File: config.mk
export PLATFORM = sky130hd
export DESIGN_NAME = audio_pwm_dac
export DESIGN_NICKNAME = d
export VERILOG_FILES = /design/src/rtl/audio_pwm_dac.sv
export SDC_FILE = /design/constraint.sdc
export NUM_CORES = 1
export LEC_CHECK = 0
export ABC_AREA = 1
export ABC_CLOCK_PERIOD_IN_PS = 2400
export CAP_MARGIN = 5
export CORE_MARGIN = 2
export CORE_UTILIZATION = 41
export CTS_BUF_LIST = sky130_fd_sc_hd__clkbuf_4
export DETAILED_ROUTE_END_ITERATION = 12
export HOLD_SLACK_MARGIN = 0.06
export PLACE_DENSITY_LB_ADDON = 0.12
export SETUP_SLACK_MARGIN = 0.4
export SLEW_MARGIN = 20
export SYNTH_ARGS = -nofsm -noshare
export SYNTH_HDL_FRONTEND = slang
export SYNTH_SLANG_ARGS = --single-unit
File: constraint.sdc
create_clock -name clk -period 2.4 [get_ports clk]
set_clock_uncertainty 0.1 [all_clocks]
set_input_delay 0.48 -clock clk [delete_from_list [all_inputs] [get_ports clk]]
set_output_delay 0.48 -clock clk [all_outputs]
set_load 0.03 [all_outputs]
File: src/rtl/audio_pwm_dac.sv
// audio_pwm_dac: sample-buffered PWM DAC.
// A small FIFO takes unsigned duty codes through a valid/ready handshake. Each
// PWM period is 2^CODE_WIDTH clocks long and outputs one code. When a period
// ends with the FIFO empty, the previous code is repeated and a saturating
// underrun counter increments.
module audio_pwm_dac #(
  parameter int unsigned CODE_WIDTH = 10,
  parameter int unsigned FIFO_DEPTH = 4
) (
  input  logic                          clk,
  input  logic                          rst_n,
  input  logic                          enable,
  input  logic [CODE_WIDTH-1:0]         sample_in,
  input  logic                          sample_valid,
  output logic                          sample_ready,
  output logic                          pwm_out,
  output logic [$clog2(FIFO_DEPTH):0]   fifo_level,
  output logic [7:0]                    underrun_count
);

  localparam int unsigned AW = $clog2(FIFO_DEPTH);
  localparam int unsigned LW = AW + 1;

  logic [CODE_WIDTH-1:0] cnt;
  logic [CODE_WIDTH-1:0] duty;
  logic [CODE_WIDTH-1:0] mem [FIFO_DEPTH];
  logic [AW-1:0]         wr_ptr;
  logic [AW-1:0]         rd_ptr;
  logic [LW-1:0]         level;
  logic                  push;
  logic                  pop;
  logic                  boundary;
  logic                  fifo_empty;

  // Handshake and period-boundary decode.
  // Ready depends on the current level only, so a full FIFO refuses a push
  // even when a pop happens in the same cycle.
  always_comb begin
    sample_ready = (level != LW'(FIFO_DEPTH));
    fifo_empty   = (level == '0);
    push         = sample_valid && sample_ready;
    boundary     = enable && (cnt == '1);
    pop          = boundary && !fifo_empty;
    fifo_level   = level;
  end

  // Period counter. It runs while enabled and is held at zero while disabled.
  always_ff @(posedge clk or negedge rst_n) begin
    if (!rst_n) begin
      cnt <= '0;
    end else if (enable) begin
      cnt <= cnt + CODE_WIDTH'(1);
    end else begin
      cnt <= '0;
    end
  end

  // FIFO storage. There is no reset, because occupancy is tracked by the pointers and level.
  always_ff @(posedge clk) begin
    if (push) begin
      mem[wr_ptr] <= sample_in;
    end
  end

  // FIFO pointers and occupancy. The pointers wrap naturally at the power-of-two depth.
  always_ff @(posedge clk or negedge rst_n) begin
    if (!rst_n) begin
      wr_ptr <= '0;
      rd_ptr <= '0;
      level  <= '0;
    end else begin
      if (push) begin
        wr_ptr <= wr_ptr + AW'(1);
      end
      if (pop) begin
        rd_ptr <= rd_ptr + AW'(1);
      end
      if (push && !pop) begin
        level <= level + LW'(1);
      end else if (pop && !push) begin
        level <= level - LW'(1);
      end
    end
  end

  // Active duty: load the FIFO head at a boundary, and otherwise hold the last code.
  always_ff @(posedge clk or negedge rst_n) begin
    if (!rst_n) begin
      duty <= '0;
    end else if (pop) begin
      duty <= mem[rd_ptr];
    end
  end

  // Saturating count of boundaries that find the FIFO empty.
  always_ff @(posedge clk or negedge rst_n) begin
    if (!rst_n) begin
      underrun_count <= '0;
    end else if (boundary && fifo_empty && (underrun_count != 8'hFF)) begin
      underrun_count <= underrun_count + 8'd1;
    end
  end

  // Registered PWM compare. The output lags the counter by one clock.
  always_ff @(posedge clk or negedge rst_n) begin
    if (!rst_n) begin
      pwm_out <= 1'b0;
    end else begin
      pwm_out <= enable && (cnt < duty);
    end
  end

endmodule

==> After elaboration in Yosys (flattened, before gate mapping) <==
Memories as Yosys holds them, arrays and structs flattened. A register that Yosys moved wholly into a read port is not among the register bits.
Cells that the tools add are included.
{ "totals": {"n_memories": 1, "out_inout_bits": 13, "in_bits": 14, "regBits": 26, "ram_bits": 40, "word_cells": 36} }
{ "mem_list": {"columns": ["name", "depth", "width", "rd", "rd_ports_with_merged_regs", "wr", "line_no", "rtl"], "rows": [
  ["mem", 4, 10, 1, 1, 1, "26", "logic [CODE_WIDTH-1:0] mem [FIFO_DEPTH];"]
]} }
{ "classes": {"n_eq_ne": 3, "n_addsub": 6, "n_reduce_logical": 14, "n_mux": 5, "n_lt_le_gt_ge": 1} }
{ "ops": {"columns": ["cell", "n"], "rows": [
  ["adder 10 x 1 -> 10 bit, second input constant", 1],
  ["== test 10 bit, second input constant", 1],
  ["less-than comparator 10 bit", 1],
  ["2-to-1 mux 10 bit", 1],
  ["adder 8 x 1 -> 8 bit, second input constant", 1],
  ["logical AND 1 bit", 8],
  ["!= test 8 bit, second input constant", 1],
  ["2-to-1 mux 3 bit", 2],
  ["adder 2 x 1 -> 2 bit, second input constant", 2],
  ["zero test 1 bit", 4],
  ["adder 3 x 1 -> 3 bit, second input constant", 1],
  ["zero test 3 bit", 1],
  ["!= test 3 bit, second input constant", 1],
  ["subtractor 3 x 1 -> 3 bit, second input constant", 1],
  ["2-to-1 mux 1 bit", 2],
  ["nonzero test 2 bit", 1]
]} }

==> Depth between registers and ports, before layout <==
{ "logic_depth": {"word_depth": 6, "depth_mapped": 12, "mapped_depth_nobuf": 12} }

==> Least setup slack after synthesis <==
No wires, ideal clock.
{ "synth_path": {"path_type": "reg2reg", "start": "reg level[1], in the netlist fifo_level[1]", "end": "reg level[2], in the netlist fifo_level[2]", "stages_incl_launch_ff": 11, "required_time_ns": 2.169, "arrival_time_ns": 2.191, "n_path_buf": 0, "setup_ns": 0.131, "period_less_slack_ns": 2.421, "setup_slack_ns": -0.021, "path_cell_list": "dfrtp_1 > inv_1 > nand3_1 > nand2_1 > inv_1 > ha_1 > inv_1 > fa_1 > a21oi_1 > o21ai_0 > xor2_1"} }
{ "synth_via": {"elab_cells_between_ends": 14, "classes_between": "2 x add/sub; 1 x eq/ne; 2 x mux; 9 x reduce/logical"} }
{ "synth_rtl": {"columns": ["element", "line_no", "rtl"], "rows": [
  ["from (decl)", "29", "logic [LW-1:0] level;"],
  ["from (signal assigned)", "79", "level <= level + LW'(1);"],
  ["from (signal assigned)", "81", "level <= level - LW'(1);"],
  ["!= test 3 bit *", "39", "sample_ready = (level != LW'(FIFO_DEPTH));"],
  ["net sample_ready", "15", "output logic sample_ready,"],
  ["logical AND 1 bit *", "41", "push = sample_valid && sample_ready;"],
  ["net push", "30", "logic push;"],
  ["zero test 1 bit", "80", "end else if (pop && !push) begin"],
  ["logical AND 1 bit", "80", null],
  ["nonzero test 2 bit (no source line)", null, null]
]} }
The timed path passes the listed nets; every way through them passes the cells marked *. The select of a mux whose other input is x is not followed.
A chain may end at the register's enable or synchronous reset.

==> Final worst setup path <==
{ "layout_path": {"start": "reg cnt[0]", "end": "reg level[1], in the netlist fifo_level[1]"} }
{ "layout_via": {"elab_chain_len": 6, "elab_cells_between_ends": 8, "classes_between": "1 x eq/ne; 1 x mux; 6 x reduce/logical"} }
{ "layout_lines": {"columns": ["element", "line_no", "rtl"], "rows": [
  ["from (decl)", "24", "logic [CODE_WIDTH-1:0] cnt;"],
  ["from (signal assigned)", "52", "cnt <= cnt + CODE_WIDTH'(1);"],
  ["== test 10 bit *", "42", "boundary = enable && (cnt == '1);"],
  ["logical AND 1 bit *", "42", null],
  ["logical AND 1 bit *", "43", "pop = boundary && !fifo_empty;"],
  ["zero test 1 bit", "78", "if (push && !pop) begin"],
  ["logical AND 1 bit", "78", null],
  ["2-to-1 mux 3 bit / nonzero test 2 bit (equally long branches)", null, null]
]} }
Mark *: on every way between the ends. The rest lies on a longest branch, timed or not.

==> flow_summary_export.csv <==
group,metric,value,unit
synth,syn_nets,400,
worst_setup_path,path_max_fanout,2,
synth,netlist.area_leader.share,0.334,
clock_network,path_clk_slew,140,ps
timing,finalSetupTns,0,ps
outcome,outcome,"finished clean",
timing,setup_violations,0,
route,drt-initial-drc-count,104,
layout,nets,450,
flow_run,maxCapViolCount,0,
timing,period_needed,2040,ps
floorplanning,start_util,0.419,
synth,seq_area_frac_synth,0.584,
layout,area_growth_syn_to_layout,19.3,%
clock_network,insertion_delay,420,ps
global_routing,antenna_found_initial,0,
layout,instances_no_fill,532,
timing,layout_worst_path_cycle_share,0.851,
worst_setup_path,crit_chain,"ha_2 > nand2_2 > nor2_4 > nand3_2 > nor2_2 > nand2_1 > ha_2 > inv_2 > fa_2 > nor2_2 > a21oi_2",
layout,drive_gt1_frac,0.165,
synth,synthSimpleGateAreaFrac,0.203,
timing,slew-limit-headroom,0.542,
synth,synth_top_family_by_area,"simple AND/OR/NAND/NOR gates",
synth,synth_mux_area_frac,0,
synth,ys_top_cells_by_count,"69 x nand2_1, 56 x nor2_1, 40 x edfxtp_1, 36 x dfrtp_1, 36 x inv_1",
floorplanning,die_h,97.7,um
clock_network,clockBufferDepth,2,
timing,fmax,0.490,GHz
synth,yosys_warnings,0,
global_routing,grt_pass1_vias,2457,
worst_setup_path,cpPeakStageDelay,440,ps
global_routing,grt_pass1_wl,11800,um
synth,syn-instance-count,369,
layout,fin_area,4290,um2
floorplanning,die_area,9540,um2
min_path,min_path_type,"reg2reg",
floorplanning,die_x,97.7,um
timing,rsz0062_at_grt,"yes",
layout,fillers,814,
synth,yosys-top-cells-area,"edfxtp_1 33%, dfrtp_1 25%, nand2_1 7.2%, nor2_1 5.8%, ha_1 5.6%",
route,post-route-drc-count,0,
clock_network,cts_tree,"built",
worst_setup_path,worstSetupPathType,"reg2reg",
route,drt_pass1_iterations,6,
synth,synth_compound_area_frac,0.0689,
synth,synthAdderAreaFrac,0.0612,
power_and_ir_drop,p_leak,0.00192,uW
clock_network,htreeDepth,3,
synth,syn_area_per_cell,9.75,um2
place,io_buffers,26,
global_routing,grt_max_degree,23,
synth,synthesis.area,3600,um2
synth,synthFlopType,"edfxtp_1",
place,dp_cells,505,
timing,drv_slew,0,
worst_setup_path,arrival,2260,ps
synth,synth.most_common_cell,"nand2_1",
clock_network,cts.sinks,76,
global_routing,grt.overflow.total,0,
floorplanning,io_pins,27,
synth,yosys.area.top_type,"edfxtp_1",
worst_setup_path,start_kind,"flip-flop",
worst_setup_path,crit_buf_inv,1,
route,routedWlPerCell,12.7,um
power_and_ir_drop,ir_drop,0.471,mV
route,vias,2523,
place,postPlaceCellArea,4070,um2
worst_setup_path,cpMaxStageDelayCell,"fa_2",
route,routed_wl,6770,um
synth,synthXorXnorAreaFrac,0.0243,
worst_setup_path,crit_family,"adder cells",
clock_network,cts_root_buf,"clkbuf_4",
synth,ys_types,26,
place,place_congestion,0.809,
timing,worstMarginPinSlew,686,ps
worst_setup_path,cp.required,2610,ps
clock_network,cts_buffers,9,
synth,ys_seq_elements,76,
power_and_ir_drop,power_density,729,nW/um2
floorplanning,core,8590,um2
synth,synthArstFlopShare,0.474,
synth,synth-edff-count,40,
global_routing,grtUsageTotal,0.157,
layout,antennaDiodeCount,0,
timing,finalHoldViolCount,0,
route,viasPerCell,4.74,
route,ant_nets,0,
floorplanning,num_rows,34,
worst_setup_path,endpoint_kind,"flip-flop",
place,post-dp-hpwl,4550,um
layout,finish.utilization,0.500,
==> cells by family (layout without fill, tap and decap cells) <==
logic type | after synthesis | count (layout)
AOI/OAI and AO/OA | 49 | 49
xor gates and xnor gates | 10 | 10
adders and majority gates | 17 | 17
buffers and inverters | 51 | 106
DFF | 76 | 76
and+or+nand+nor | 166 | 166
==> cell usage in the layout (no fill, tap or decap), drive strengths merged, types with 3 or more instances in the layout <==
cell	instances
a21oi	10
buf	23
clkbuf	10
clkdlybuf4s50	12
dfrtp	36
dlygate4sd2	12
edfxtp	40
ha	16
inv	45
nand2	71
nand3	29
nand4	3
nor2	59
nor3	4
o21ai	38
xnor2	4
xor2	6
==> power by group <==
group | internal, uW | switching (uW) | leakage, uW | total, uW
combinational | 236 | 411 | 0.000992 | 647
sequential | 1570 | 85.9 | 0.000852 | 1660
clock | 334 | 490 | 0.0000792 | 824
total | 2140 | 987 | 0.00192 | 3130
==> through the flow <==
stage / hold WS, ps / setup slack [ps] / total power (uW)
3_3_place_gp: 358 / 135 / 2330
4_1_cts: 400 / 357 / 3150
3_5_place_dp: 356 / 122 / 2330
5_1_grt: 413 / 231 / 3320
6_report: 392 / 358 / 3130
2_1_floorplan: 84.4 / 331 / 2080
==> per-layer routing <==
| layer | global-route usage | wire length [um] | vias to the layer above |
|---|---|---|---|
| met5 | 0 | 0 | - |
| met1 | 0.208 | 3210 | 1174 |
| met2 | 0.257 | 3260 | 32 |
| li1 | - | - | 1310 |
| met4 | 0.0641 | 107 | 0 |
| met3 | 0.0259 | 187 | 7 |
==> flip-flops by register name (all words and copies together) (netlist names) <==
| signal | flops |
|---|---|
| rd_ptr | 2 |
| duty | 10 |
| fifo_level | 3 |
| cnt | 10 |
| pwm_out | 1 |
| wr_ptr | 2 |
| underrun_count | 8 |
| mem | 40 |
==> area by class of cell <==
type,instances,area [um2],area share
clock buffer,9,67.6,0.0157
clock inverter,7,80.1,0.0187
inverter,41,156,0.0364
multi-input combinational,242,1340,0.312
sequential,76,2110,0.491
tap,108,135,0.0315
timing repair buffer,49,410,0.0956
==> worst register-to-register path: stages, from the launching register on <==
cell and delay, ps:
dfrtp_1 380, ha_2 190, nand2_2 60, nor2_4 90
nand3_2 80, nor2_2 130, nand2_1 70, ha_2 170
inv_2 60, fa_2 440, nor2_2 130, a21oi_2 40
==> repair_timing <==
item / 4_1_cts / 5_1_grt
buffers inserted: 6 / 4
endpoints found under the setup margin: 15 / 3
gates cloned: 0 / 0
hold endpoints to repair: 16 / 0
pin swaps: 1 / 5
resized for setup: 13 / 6
hold buffers: 1 / 0
==> final timing paths <==
kind	start	endpoint	slack (ps)	cells after the start
worst max-delay path	cnt[0]$_DFF_PN0_	fifo_level[1]$_DFFE_PN0P_	360	11
worst max register to register	cnt[0]$_DFF_PN0_	fifo_level[1]$_DFFE_PN0P_	360	11
min in group asynchronous	rst_n	underrun_count[4]$_DFFE_PN0P_	410	2
max in group asynchronous	rst_n	duty[3]$_DFFE_PN0P_	1250	3
worst min-delay path	duty[7]$_DFFE_PN0P_	duty[7]$_DFFE_PN0P_	390	2
worst min register to register	duty[7]$_DFFE_PN0P_	duty[7]$_DFFE_PN0P_	390	2
Note: power is estimated with default switching activity, not from simulation.
